==> src/rtl/sort_result_reader.sv <==
// Streams the sorted result RAM out on a valid/ready port after sort_done, flagging order violations.
// Define SORT_READER_DESC_EN to read the RAM from the top address down and require a non-decreasing stream.
module sort_result_reader #(
  parameter int DATA_W = 8,
  parameter int DEPTH  = 8,
  parameter int ADDR_W = 3
) (
  input  logic              clk,
  input  logic              rst,
  input  logic              sort_done,
  output logic              rd_en,
  output logic [ADDR_W-1:0] rd_addr,
  input  logic [DATA_W-1:0] rd_data,
  output logic [DATA_W-1:0] out_data,
  output logic              out_valid,
  input  logic              out_ready,
  output logic              out_last,
  output logic              busy,
  output logic              order_err,
  output logic [7:0]        pass_cnt
);

  typedef enum logic [2:0] {S_IDLE, S_READ, S_CAPT, S_HOLD, S_DONE} state_t;

`ifdef SORT_READER_DESC_EN
  localparam logic [ADDR_W-1:0] FIRST_IDX = ADDR_W'(DEPTH - 1);
  localparam logic [ADDR_W-1:0] LAST_IDX  = '0;
`else
  localparam logic [ADDR_W-1:0] FIRST_IDX = '0;
  localparam logic [ADDR_W-1:0] LAST_IDX  = ADDR_W'(DEPTH - 1);
`endif

  state_t              r_state;
  state_t              w_state_next;
  logic [ADDR_W-1:0]   r_idx;
  logic [ADDR_W-1:0]   w_idx_step;
  logic                r_rd_en;
  logic [ADDR_W-1:0]   r_rd_addr;
  logic [DATA_W-1:0]   r_out_data;
  logic                r_out_valid;
  logic                r_out_last;
  logic                r_order_err;
  logic [7:0]          r_pass_cnt;
  logic                w_is_last;
  logic                w_accept;
  logic                w_order_bad;
  logic                w_busy;

  assign w_is_last = (r_idx == LAST_IDX);
  assign w_accept  = r_out_valid & out_ready;

`ifdef SORT_READER_DESC_EN
  assign w_idx_step  = r_idx - ADDR_W'(1);
  assign w_order_bad = (rd_data < r_out_data);
`else
  assign w_idx_step  = r_idx + ADDR_W'(1);
  assign w_order_bad = (rd_data > r_out_data);
`endif

  always_ff @(posedge clk) begin
    if (!rst) r_state <= S_IDLE;
    else      r_state <= w_state_next;
  end

  always_comb begin
    w_state_next = r_state;
    w_busy       = 1'b0;
    case (r_state)
      S_IDLE: if (sort_done) w_state_next = S_READ;
      S_READ: begin
        w_busy       = 1'b1;
        w_state_next = S_CAPT;
      end
      S_CAPT: begin
        w_busy       = 1'b1;
        w_state_next = S_HOLD;
      end
      S_HOLD: begin
        w_busy = 1'b1;
        if (w_accept) w_state_next = w_is_last ? S_DONE : S_READ;
      end
      S_DONE: if (!sort_done) w_state_next = S_IDLE;
      default: w_state_next = S_IDLE;
    endcase
  end

  // rd_en is issued on the edge entering READ so it is high for exactly that state
  always_ff @(posedge clk) begin
    if (!rst) begin
      r_idx       <= '0;
      r_rd_en     <= 1'b0;
      r_rd_addr   <= '0;
      r_out_data  <= '0;
      r_out_valid <= 1'b0;
      r_out_last  <= 1'b0;
      r_order_err <= 1'b0;
      r_pass_cnt  <= '0;
    end else begin
      r_rd_en <= 1'b0;
      case (r_state)
        S_IDLE: begin
          r_idx <= FIRST_IDX;
          if (sort_done) begin
            r_order_err <= 1'b0;
            r_rd_en     <= 1'b1;
            r_rd_addr   <= FIRST_IDX;
          end
        end
        S_CAPT: begin
          r_out_data  <= rd_data;
          r_out_valid <= 1'b1;
          r_out_last  <= w_is_last;
          if ((r_idx != FIRST_IDX) && w_order_bad) r_order_err <= 1'b1;
        end
        S_HOLD: begin
          if (w_accept) begin
            r_out_valid <= 1'b0;
            r_out_last  <= 1'b0;
            if (w_is_last) begin
              r_pass_cnt <= r_pass_cnt + 8'd1;
            end else begin
              r_idx     <= w_idx_step;
              r_rd_en   <= 1'b1;
              r_rd_addr <= w_idx_step;
            end
          end
        end
        default: ;
      endcase
    end
  end

  assign rd_en     = r_rd_en;
  assign rd_addr   = r_rd_addr;
  assign out_data  = r_out_data;
  assign out_valid = r_out_valid;
  assign out_last  = r_out_last;
  assign busy      = w_busy;
  assign order_err = r_order_err;
  assign pass_cnt  = r_pass_cnt;

endmodule
==> config.mk <==
export PLATFORM = sky130hd
export DESIGN_NAME = sort_result_reader
export DESIGN_NICKNAME = d
export VERILOG_FILES = /design/src/rtl/sort_result_reader.sv
export SDC_FILE = /design/constraint.sdc
export NUM_CORES = 1
export LEC_CHECK = 0
export ABC_AREA = 0
export ABC_CLOCK_PERIOD_IN_PS = 2020
export BUFFER_PORTS_ARGS = -buffer_cell sky130_fd_sc_hd__buf_2
export CORE_MARGIN = 3
export CORE_UTILIZATION = 52
export CTS_CLUSTER_SIZE = 12
export DETAILED_ROUTE_END_ITERATION = 8
export PLACE_DENSITY_LB_ADDON = 0.1
export RECOVER_POWER = 50
export SETUP_SLACK_MARGIN = 0.2
export SLEW_MARGIN = 20
export SYNTH_ARGS = -nofsm -noshare
export SYNTH_HDL_FRONTEND = slang
export SYNTH_SLANG_ARGS = --single-unit
==> constraint.sdc <==
create_clock -name clk -period 2.02 [get_ports clk]
set_clock_uncertainty 0.05 [all_clocks]
set_input_delay 0.404 -clock clk [delete_from_list [all_inputs] [get_ports clk]]
set_output_delay 0.404 -clock clk [all_outputs]
set_load 0.05 [all_outputs]
==> run summary, run 1 <==
top-count cell post-synth - nand2_1
Ys Warns - 0
fillers - 228
Commonest cells post-synth - nand2_1 (31), dfxtp_1 (29), inv_1 (13)
PD cells - 684 nW/um^2
io pins - 36
Worst Path Arrival - 1.25 ns
final worst slack - 0.319 ns
maximum vdd drop - 0.537 mV
register bit total from synthesis - 29
hold buffers post-CTS - 0
Max Cap Viol - 0
Syn Std Cell Area - 1520 sq um
Crit Path Max Fanout - 9
antenna cells - 0
Setup Crit Path Kind - reg2out
Via density - 5.36
status - completed
Num CTS Buffers - 5
Synth Area per Inst - 8.72 sq um
Die Ht - 60 um
Critical Path End Type - primary output
CTS root buf - clkbuf_4
pin count of the biggest net entering global routing - 21
Core ar. - 2610 sq um
HP Class - in2reg
die area - 3600 sq um
post-synth top area share - 0.383
residual overflow from global routing - 0
routability congestion estimate from global placement - 0.773
fin nets - 234
wire per inst - 12.9 um
DP Worst Slack - 0.332 ns
# H-tree levels - 2
FP Rows - 18
Starting DRT DRC Count - 46
Initial Util - 0.580
top cells by area, synth - dfxtp_1 (38%), ha_1 (9.9%), nand2_1 (7.7%)
CP peak stage delay - 0.44 ns
post-route ant nets - 0
crit path buf inv count - 1
Clk Latency, worst-skew pair - 0.34 ns
Required @ worst endpoint - 1.57 ns
DRC Markers - 0
Clock transition at path regs - 0.08 ns
vias after detailed routing - 1291
post-synthesis sequential area ratio - 0.383
maximum buffer depth of the clock tree - 2
initial antenna violation count - 0
fmax - 588 MHz
Worst path slowest cell - dfxtp_2
Mapped Nets - 198
number of synthesized flops with an enable pin - 0
Area Overhead vs Synth - 16.2%
static leakage - 0.741 nW
share of flip-flops with an asynchronous set or reset - 0
Cells after Synth - 174
first-pass GRT wire length - 5.29 mm
layout cell share with drive strength beyond 1 - 0.156
Total GRT Usage - 0.197
TritonCTS clock tree - done
worst-path cell chain - nor2_2, nor2_1, buf_2
final setup fails - 0
Synth cell types - 39
Worst Setup Start Kind - flop
max_slew headroom - 0.602
vias in the first global route - 1230
post-synth top area cell - dfxtp_1
port buffer count - 35
Die Wd - 60 um
Slew @ Worst Pin - 0.599 ns
Final min period - 1.70 ns
final hold viol count - 0
ys flop type - dfxtp_1
Pins Over Slew Limit - 0
TritonRoute pass-1 iters - 4
post-CTS setup buffer count - 0
clk sink count - 29
cell family with most CP delay - flip-flops
Fin Setup TNS - 0 ns
DPL Wire Length - 2.33 mm
final WL - 3.12 mm
RSZ-0062 raised after global routing - false
fin crit share - 0.842
==> cell families (layout without fill, tap and decap cells) <==
group | Yosys count | in the layout | synth area share
compound gates | 27 | 27 | 0.124
simple gates | 75 | 75 | 0.273
flops | 29 | 29 | 0.383
fa+ha+maj | 12 | 12 | 0.0990
mux | 4 | 4 | 0.0264
xor+xnor | 6 | 6 | 0.0347
buf+inv | 21 | 58 | 0.0602
==> flip-flops by register name, indices dropped and copies added, names as in the netlist <==
signal	count
out_valid	1
out_data	8
order_err	1
r_idx	3
pass_cnt	8
out_last	1
r_state	3
rd_en	1
rd_addr	3
==> what timing repair did <==
item / CTS / global route
gates resized for setup: 2 / 3
setup endpoints to repair: 1 / 4
pin swaps: 0 / 0
==> final timing paths <==
| path | from | to | slack (ns) | depth (start not counted) |
|---|---|---|---|---|
| worst max register to register | r_idx[1]$_SDFFE_PN0P_ | pass_cnt[3]$_SDFFE_PN0P_ | 0.38 | 6 |
| worst min-delay path | rd_data[1] | out_data[1]$_SDFFE_PN0P_ | 0.26 | 3 |
| worst min register to register | rd_addr[1]$_SDFFE_PN0P_ | rd_addr[1]$_SDFFE_PN0P_ | 0.42 | 2 |
| worst max-delay path | r_state[0]$_SDFFE_PN0P_ | busy | 0.32 | 3 |
==> per-stage QoR <==
step                power [W]  instance area (sq um)  hold slack [ns]  std cells   util
global placement     0.000808                   1700            0.391        233  0.651
detailed placement   0.000814                   1700            0.400        233  0.651
global route          0.00127                   1760            0.246        241  0.674
CTS                   0.00122                   1770            0.256        241  0.679
floorplan            0.000761                   1520            0.416        174      -
finish                0.00120                   1760            0.264        241  0.674
==> cells in the final DEF (no fill, tap or decap), types with 4 or more instances in the layout <==
cell type / Yosys / final
nor2b_1: 4 / 4
clkbuf_1: 3 / 23
a21boi_0: 6 / 6
nor2_1: 7 / 6
a21oi_1: 5 / 5
buf_2: 4 / 13
and2_1: 5 / 5
clkbuf_4: 0 / 5
mux2i_1: 4 / 4
o21ai_0: 4 / 4
nor3_1: 4 / 4
dfxtp_1: 29 / 27
ha_1: 12 / 12
nand3_1: 6 / 6
inv_1: 13 / 13
xor2_1: 4 / 4
nand2_1: 31 / 31
==> report_power, final <==
group | total [W] | switching [W] | internal [W]
clock | 0.000405 | 0.000203 | 0.000201
sequential | 0.000609 | 0.0000200 | 0.000589
combinational | 0.000192 | 0.000133 | 0.0000584
total | 0.00120 | 0.000357 | 0.000848
==> routing by layer <==
layer / share of wire / track usage / vias to the layer above
li1: - / - / 663
met5: 0 / 0 / -
met2: 0.45 / 0.312 / 43
met4: 0.017 / 0.0759 / 0
met3: 0.077 / 0.0670 / 9
met1: 0.46 / 0.246 / 576
==> cell type report <==
class | count | area, sq um | share of cell area
multi-input combinational | 124 | 863 | 0.490
sequential | 29 | 583 | 0.331
timing repair buffer | 37 | 159 | 0.0902
clock buffer | 7 | 65.1 | 0.0369
inverter | 13 | 48.8 | 0.0277
tap | 30 | 37.5 | 0.0213
clock inverter | 1 | 5.00 | 0.00284
==> worst min-delay path, delay by kind of cell <==
family	cells	cell delay, ns
AND/OR/NAND/NOR	1	0.05
AO/OA/AOI/OAI	1	0.05
buffers and inverters	1	0.10
Power figures use the tool's default switching activity.
==> run 2, diff against run 1 <==
--- a/config.mk
+++ b/config.mk
@@ -6,10 +6,10 @@
 export NUM_CORES = 1
 export LEC_CHECK = 0
 export ABC_AREA = 0
-export ABC_CLOCK_PERIOD_IN_PS = 2020
+export ABC_CLOCK_PERIOD_IN_PS = 1500
 export BUFFER_PORTS_ARGS = -buffer_cell sky130_fd_sc_hd__buf_2
 export CORE_MARGIN = 3
-export CORE_UTILIZATION = 52
+export CORE_UTILIZATION = 47
 export CTS_CLUSTER_SIZE = 12
 export DETAILED_ROUTE_END_ITERATION = 8
 export PLACE_DENSITY_LB_ADDON = 0.1
==> constraint.sdc (replaced) <==
create_clock -name clk -period 1.5 [get_ports clk]
set_clock_uncertainty 0.05 [all_clocks]
set_input_delay 0.3 -clock clk [delete_from_list [all_inputs] [get_ports clk]]
set_output_delay 0.3 -clock clk [all_outputs]
set_load 0.05 [all_outputs]
==> run 2 against run 1 <==
Effect of this change:
- utilization grew 8.0 points
- register-to-register slack lost 0.29 ns
- largest cell class unchanged
- die area grew 9.6%
==> run summary, run 2 (same netlist as run 1, synthesis figures left out) <==
vias in the first global route - 1345 (was 1230)
io pins - 36 (unchanged)
fin area - 2210 sq um (was 1760 sq um)
clk sink count - 29 (unchanged)
# H-tree levels - 2 (unchanged)
wire per inst - 13.6 um (was 12.9 um)
status - completed (unchanged)
final worst slack - 0.0414 ns (was 0.319 ns)
DP Cell Count - 250 (was 233)
fin crit share - 0.972
Total GRT Usage - 0.185 (was 0.197)
residual overflow from global routing - 0 (unchanged)
DPL Wire Length - 2.51 mm (was 2.33 mm)
Required @ worst endpoint - 1.15 ns (was 1.57 ns)
Die Wd - 62.8 um (was 60 um)
Via density - 5.30 (was 5.36)
Pins Over Slew Limit - 0 (unchanged)
CTS root buf - clkbuf_4 (unchanged)
Crit Path Max Fanout - 5 (was 9)
Clock transition at path regs - 0.09 ns (was 0.08 ns)
max_slew headroom - 0.757 (was 0.602)
Initial Util - 0.519 (was 0.580)
Area Overhead vs Synth - 45.5% (was 16.2%)
hold buffers post-CTS - 0 (unchanged)
maximum buffer depth of the clock tree - 2 (unchanged)
final WL - 3.62 mm (was 3.12 mm)
port buffer count - 35 (unchanged)
Clk Latency, worst-skew pair - 0.32 ns (was 0.34 ns)
HP Class - in2reg (unchanged)
Worst Setup Start Kind - flop (unchanged)
Die Ht - 62.8 um (was 60 um)
pin count of the biggest net entering global routing - 21 (unchanged)
RSZ-0062 raised after global routing - true (was false)
die area - 3940 sq um (was 3600 sq um)
fin nets - 247 (was 234)
Final min period - 1.46 ns
Worst Path Arrival - 1.11 ns (was 1.25 ns)
layout cell share with drive strength beyond 1 - 0.496 (was 0.156)
Slew @ Worst Pin - 0.363 ns (was 0.599 ns)
routability congestion estimate from global placement - 0.770 (was 0.773)
Max Cap Viol - 0 (unchanged)
final setup fails - 0 (unchanged)
FP Rows - 19 (was 18)
vias after detailed routing - 1409 (was 1291)
total power - 0.00166 W (was 0.00120 W)
final hold viol count - 0 (unchanged)
DP Area - 1970 sq um (was 1700 sq um)
DRC Markers - 0 (unchanged)
Setup Crit Path Kind - reg2out (unchanged)
Critical Path End Type - primary output (unchanged)
maximum vdd drop - 0.460 mV (was 0.537 mV)
most common cell after layout, fill and taps aside - nand2_1 (unchanged)
post-route ant nets - 0 (unchanged)
static leakage - 0.970 nW (was 0.741 nW)
TritonRoute pass-1 iters - 4 (unchanged)
Core ar. - 2920 sq um (was 2610 sq um)
TritonCTS clock tree - done (unchanged)
most frequent cells in the layout - nand2_1 (31), clkbuf_2 (22), dfxtp_4 (14), buf_2 (11), buf_4 (10) (was nand2_1 (31), dfxtp_1 (27), clkbuf_1 (23), inv_1 (13), buf_2 (13))
initial antenna violation count - 0 (unchanged)
antenna cells - 0 (unchanged)
Starting DRT DRC Count - 105 (was 46)
fmax - 686 MHz
PD cells - 752 nW/um^2 (was 684 nW/um^2)
DP Worst Slack - 0.0192 ns (was 0.332 ns)
Layout Cells excl Fill - 266 (was 241)
first-pass GRT wire length - 5.91 mm (was 5.29 mm)
Num CTS Buffers - 5 (unchanged)
[run 2: layout make-up]
class | count | area (sq um)
clock buffers | 8 | 58.8
inverters | 13 | 48.8
fillers | 221 | 717
multi-input cells | 125 | 1090
repair buffers | 49 | 312
well taps | 42 | 52.6
flip-flops and latches | 29 | 642
[run 2: worst paths after layout]
path / startpoint / end / slack (ns) / cells past startpoint
hold / removal: rd_data[0] / out_data[0]$_SDFFE_PN0P_ / 0.17 / 3
setup / recovery: r_state[1]$_SDFFE_PN0P_ / busy / 0.04 / 4
setup reg to reg: r_idx[0]$_SDFFE_PN0P_ / pass_cnt[6]$_SDFFE_PN0P_ / 0.09 / 6
hold reg to reg: rd_addr[1]$_SDFFE_PN0P_ / rd_addr[1]$_SDFFE_PN0P_ / 0.41 / 2
[run 2: routing by layer]
layer / track usage / part of all wire / vias to the layer above
li1: - / - / 700
met1: 0.226 / 0.44 / 667
met2: 0.298 / 0.49 / 36
met3: 0.0701 / 0.054 / 6
met4: 0.0606 / 0.0080 / 0
met5: 0 / 0 / -
[run 2: repair_timing]
item,CTS,global route
setup buffers,6,1
hold endpoints to repair,0,0
gates cloned,1,0
setup endpoints to repair,36,46
resized for setup,26,32
pin swaps,8,3
[run 2: critical path: stages, from the launching register on]
cell     delay, ns
dfxtp_2       0.33
buf_6         0.13
nor2_4        0.13
nor2_4        0.06
buf_8         0.14
[run 2: metrics by stage]
step / util / hold slack, ns / TNS (ns)
2_1_floorplan: - / 0.375 / 0
3_3_place_gp: 0.674 / 0.390 / 0
3_5_place_dp: 0.674 / 0.397 / 0
4_1_cts: 0.746 / 0.161 / 0
5_1_grt: 0.755 / 0.165 / -0.0194
6_report: 0.755 / 0.166 / 0
[run 2: power breakdown]
part | total, W | internal, W | switching (W)
logic | 0.000368 | 0.000146 | 0.000221
registers | 0.000805 | 0.000777 | 0.0000280
clock network | 0.000486 | 0.000231 | 0.000255
total | 0.00166 | 0.00115 | 0.000504
==> run 3, diff against run 2 <==
--- a/config.mk
+++ b/config.mk
@@ -12,7 +12,7 @@
 export CORE_UTILIZATION = 47
 export CTS_CLUSTER_SIZE = 12
 export DETAILED_ROUTE_END_ITERATION = 8
-export PLACE_DENSITY_LB_ADDON = 0.1
+export PLACE_DENSITY = 0.83
 export RECOVER_POWER = 50
 export SETUP_SLACK_MARGIN = 0.2
 export SLEW_MARGIN = 20
==> run 3 against run 2 <==
Effect of this change:
- die area did not move
- sequential power about the same
- utilization is 6.1 points higher
- routed wire length increased by 28%
- setup slack worse by 0.031 ns
- power is essentially flat
- fmax is 2.1% lower
- worst hold slack worse by 0.010 ns
- combinational power is 8.7% higher
- count of clock-buffer cells in the layout is the same
- critical path type is now reg2reg
- largest power group unchanged
==> run summary, run 3 (same netlist as run 1, synthesis figures left out) <==
Die Ht - 62.8 um (unchanged)
first-pass GRT wire length - 6.70 mm (was 5.91 mm)
final setup fails - 0 (unchanged)
status - completed (unchanged)
TritonCTS clock tree - done (unchanged)
fin nets - 253 (was 247)
die area - 3940 sq um (unchanged)
Area Overhead vs Synth - 57.3% (was 45.5%)
final worst slack - 0.0107 ns (was 0.0414 ns)
vias after detailed routing - 1491 (was 1409)
reg2reg start - r_idx[1]$_SDFFE_PN0P_ (was r_idx[0]$_SDFFE_PN0P_)
port buffer count - 35 (unchanged)
maximum vdd drop - 0.655 mV (was 0.460 mV)
initial antenna violation count - 0 (unchanged)
Starting DRT DRC Count - 63 (was 105)
final WL - 4.63 mm (was 3.62 mm)
Die Wd - 62.8 um (unchanged)
residual overflow from global routing - 0 (unchanged)
fmax - 671 MHz (was 686 MHz)
Initial Util - 0.519 (unchanged)
Worst Setup SP - r_idx[1]$_SDFFE_PN0P_ (was r_state[1]$_SDFFE_PN0P_)
Critical Path End Type - flop (was primary output)
wire per inst - 17.0 um (was 13.6 um)
most frequent cells in the layout - nand2_1 (29), buf_4 (21), dfxtp_4 (16), clkbuf_4 (14), buf_6 (13) (was nand2_1 (31), clkbuf_2 (22), dfxtp_4 (14), buf_2 (11), buf_4 (10))
HP Class - in2reg (unchanged)
Required @ worst endpoint - 1.72 ns (was 1.15 ns)
layout cell share with drive strength beyond 1 - 0.548 (was 0.496)
Num CTS Buffers - 5 (unchanged)
fin area - 2390 sq um (was 2210 sq um)
Core ar. - 2920 sq um (unchanged)
fin crit share - 0.993 (was 0.972)
post-route ant nets - 0 (unchanged)
Final min period - 1.49 ns (was 1.46 ns)
crit path to - pass_cnt[4]$_SDFFE_PN0P_ (was busy)
io pins - 36 (unchanged)
Total GRT Usage - 0.216 (was 0.185)
Max Cap Viol - 0 (unchanged)
RSZ-0062 raised after global routing - true (unchanged)
Fin Setup TNS - 0 ns (unchanged)
most common cell after layout, fill and taps aside - nand2_1 (unchanged)
reg2reg path depth - 6 (unchanged)
DRC Markers - 0 (unchanged)
maximum buffer depth of the clock tree - 2 (unchanged)
static leakage - 1.03 nW (was 0.970 nW)
max_slew headroom - 0.774 (was 0.757)
DP Area - 1970 sq um (unchanged)
hold buffers post-CTS - 0 (unchanged)
Via density - 5.48 (was 5.30)
Clk Latency, worst-skew pair - 0.33 ns (was 0.32 ns)
# H-tree levels - 2 (unchanged)
clk sink count - 29 (unchanged)
Pins Over Slew Limit - 0 (unchanged)
fillers - 182 (was 221)
Slew @ Worst Pin - 0.338 ns (was 0.363 ns)
CTS root buf - clkbuf_4 (unchanged)
r2r endpoint - pass_cnt[4]$_SDFFE_PN0P_ (was pass_cnt[6]$_SDFFE_PN0P_)
Setup Crit Path Kind - reg2reg (was reg2out)
final hold viol count - 0 (unchanged)
DP Worst Slack - -0.00291 ns (was 0.0192 ns)
Crit Path Max Fanout - 5 (unchanged)
DPL Wire Length - 2.80 mm (was 2.51 mm)
routability congestion estimate from global placement - 0.772 (was 0.770)
FF-to-FF setup slack - 0.01 ns (was 0.09 ns)
TritonRoute pass-1 iters - 6 (was 4)
Clock transition at path regs - 0.08 ns (was 0.09 ns)
antenna cells - 0 (unchanged)
Worst Setup Start Kind - flop (unchanged)
Fin Hold WS - 0.156 ns (was 0.166 ns)
PD cells - 695 nW/um^2 (was 752 nW/um^2)
final core utilization - 0.816 (was 0.755)
pin count of the biggest net entering global routing - 14 (was 21)
Worst Path Arrival - 1.71 ns (was 1.11 ns)
FP Rows - 19 (unchanged)
vias in the first global route - 1432 (was 1345)
==> run 3: power by group <==
group          internal, W  total [W]  switching [W]
sequential        0.000776   0.000807      0.0000305
combinational     0.000161   0.000400       0.000238
clock             0.000186   0.000452       0.000266
==> run 3: area by class of cell <==
class                           count  area [sq um]  share of cell area
Multi-Input combinational cell    125          1150               0.481
Sequential cell                    29           647               0.271
Clock buffer                        8          48.8              0.0205
Tap cell                           42          52.6              0.0220
Timing Repair Buffer               55           442               0.185
Inverter                           13          48.8              0.0205
==> run 3: through the flow <==
stage | total power [W] | cells
2_1_floorplan | 0.00103 | 174
3_3_place_gp | 0.00111 | 250
3_5_place_dp | 0.00112 | 250
4_1_cts | 0.00160 | 267
5_1_grt | 0.00176 | 272
6_report | 0.00166 | 272
==> run 3: how the worst min path moves through the flow <==
stage | from | endpoint | cells after the start
floorplan | rd_data[1] | out_data[1]$_SDFFE_PN0P_ | 2
global placement | rd_addr[0]$_SDFFE_PN0P_ | rd_addr[0]$_SDFFE_PN0P_ | 2
detailed placement | out_data[0]$_SDFFE_PN0P_ | out_data[0]$_SDFFE_PN0P_ | 2
CTS | rd_data[0] | out_data[0]$_SDFFE_PN0P_ | 3
global route | rd_data[0] | out_data[0]$_SDFFE_PN0P_ | 3
finish | rd_data[0] | out_data[0]$_SDFFE_PN0P_ | 3
==> run 3: critical path, stage by stage, from the launching register on <==
cell and delay, ns:
dfxtp_2 0.37, ha_4 0.15, ha_4 0.16, nand3_4 0.16, nor4_4 0.21, xor2_1 0.18
and2_1 0.15
==> run 3: repair_timing <==
item,4_1_cts,5_1_grt
setup endpoints to repair,39,46
pin swaps,8,13
gates cloned,1,0
gates resized for setup,32,53
buffers inserted,8,5
==> run 3: layer usage <==
| metal | track usage | up-vias | routed length [um] |
|---|---|---|---|
| met5 | 0 | - | 0 |
| met4 | 0.0634 | 0 | 85 |
| met3 | 0.0881 | 12 | 274 |
| met2 | 0.373 | 53 | 2360 |
| met1 | 0.244 | 716 | 1910 |
| li1 | - | 710 | - |
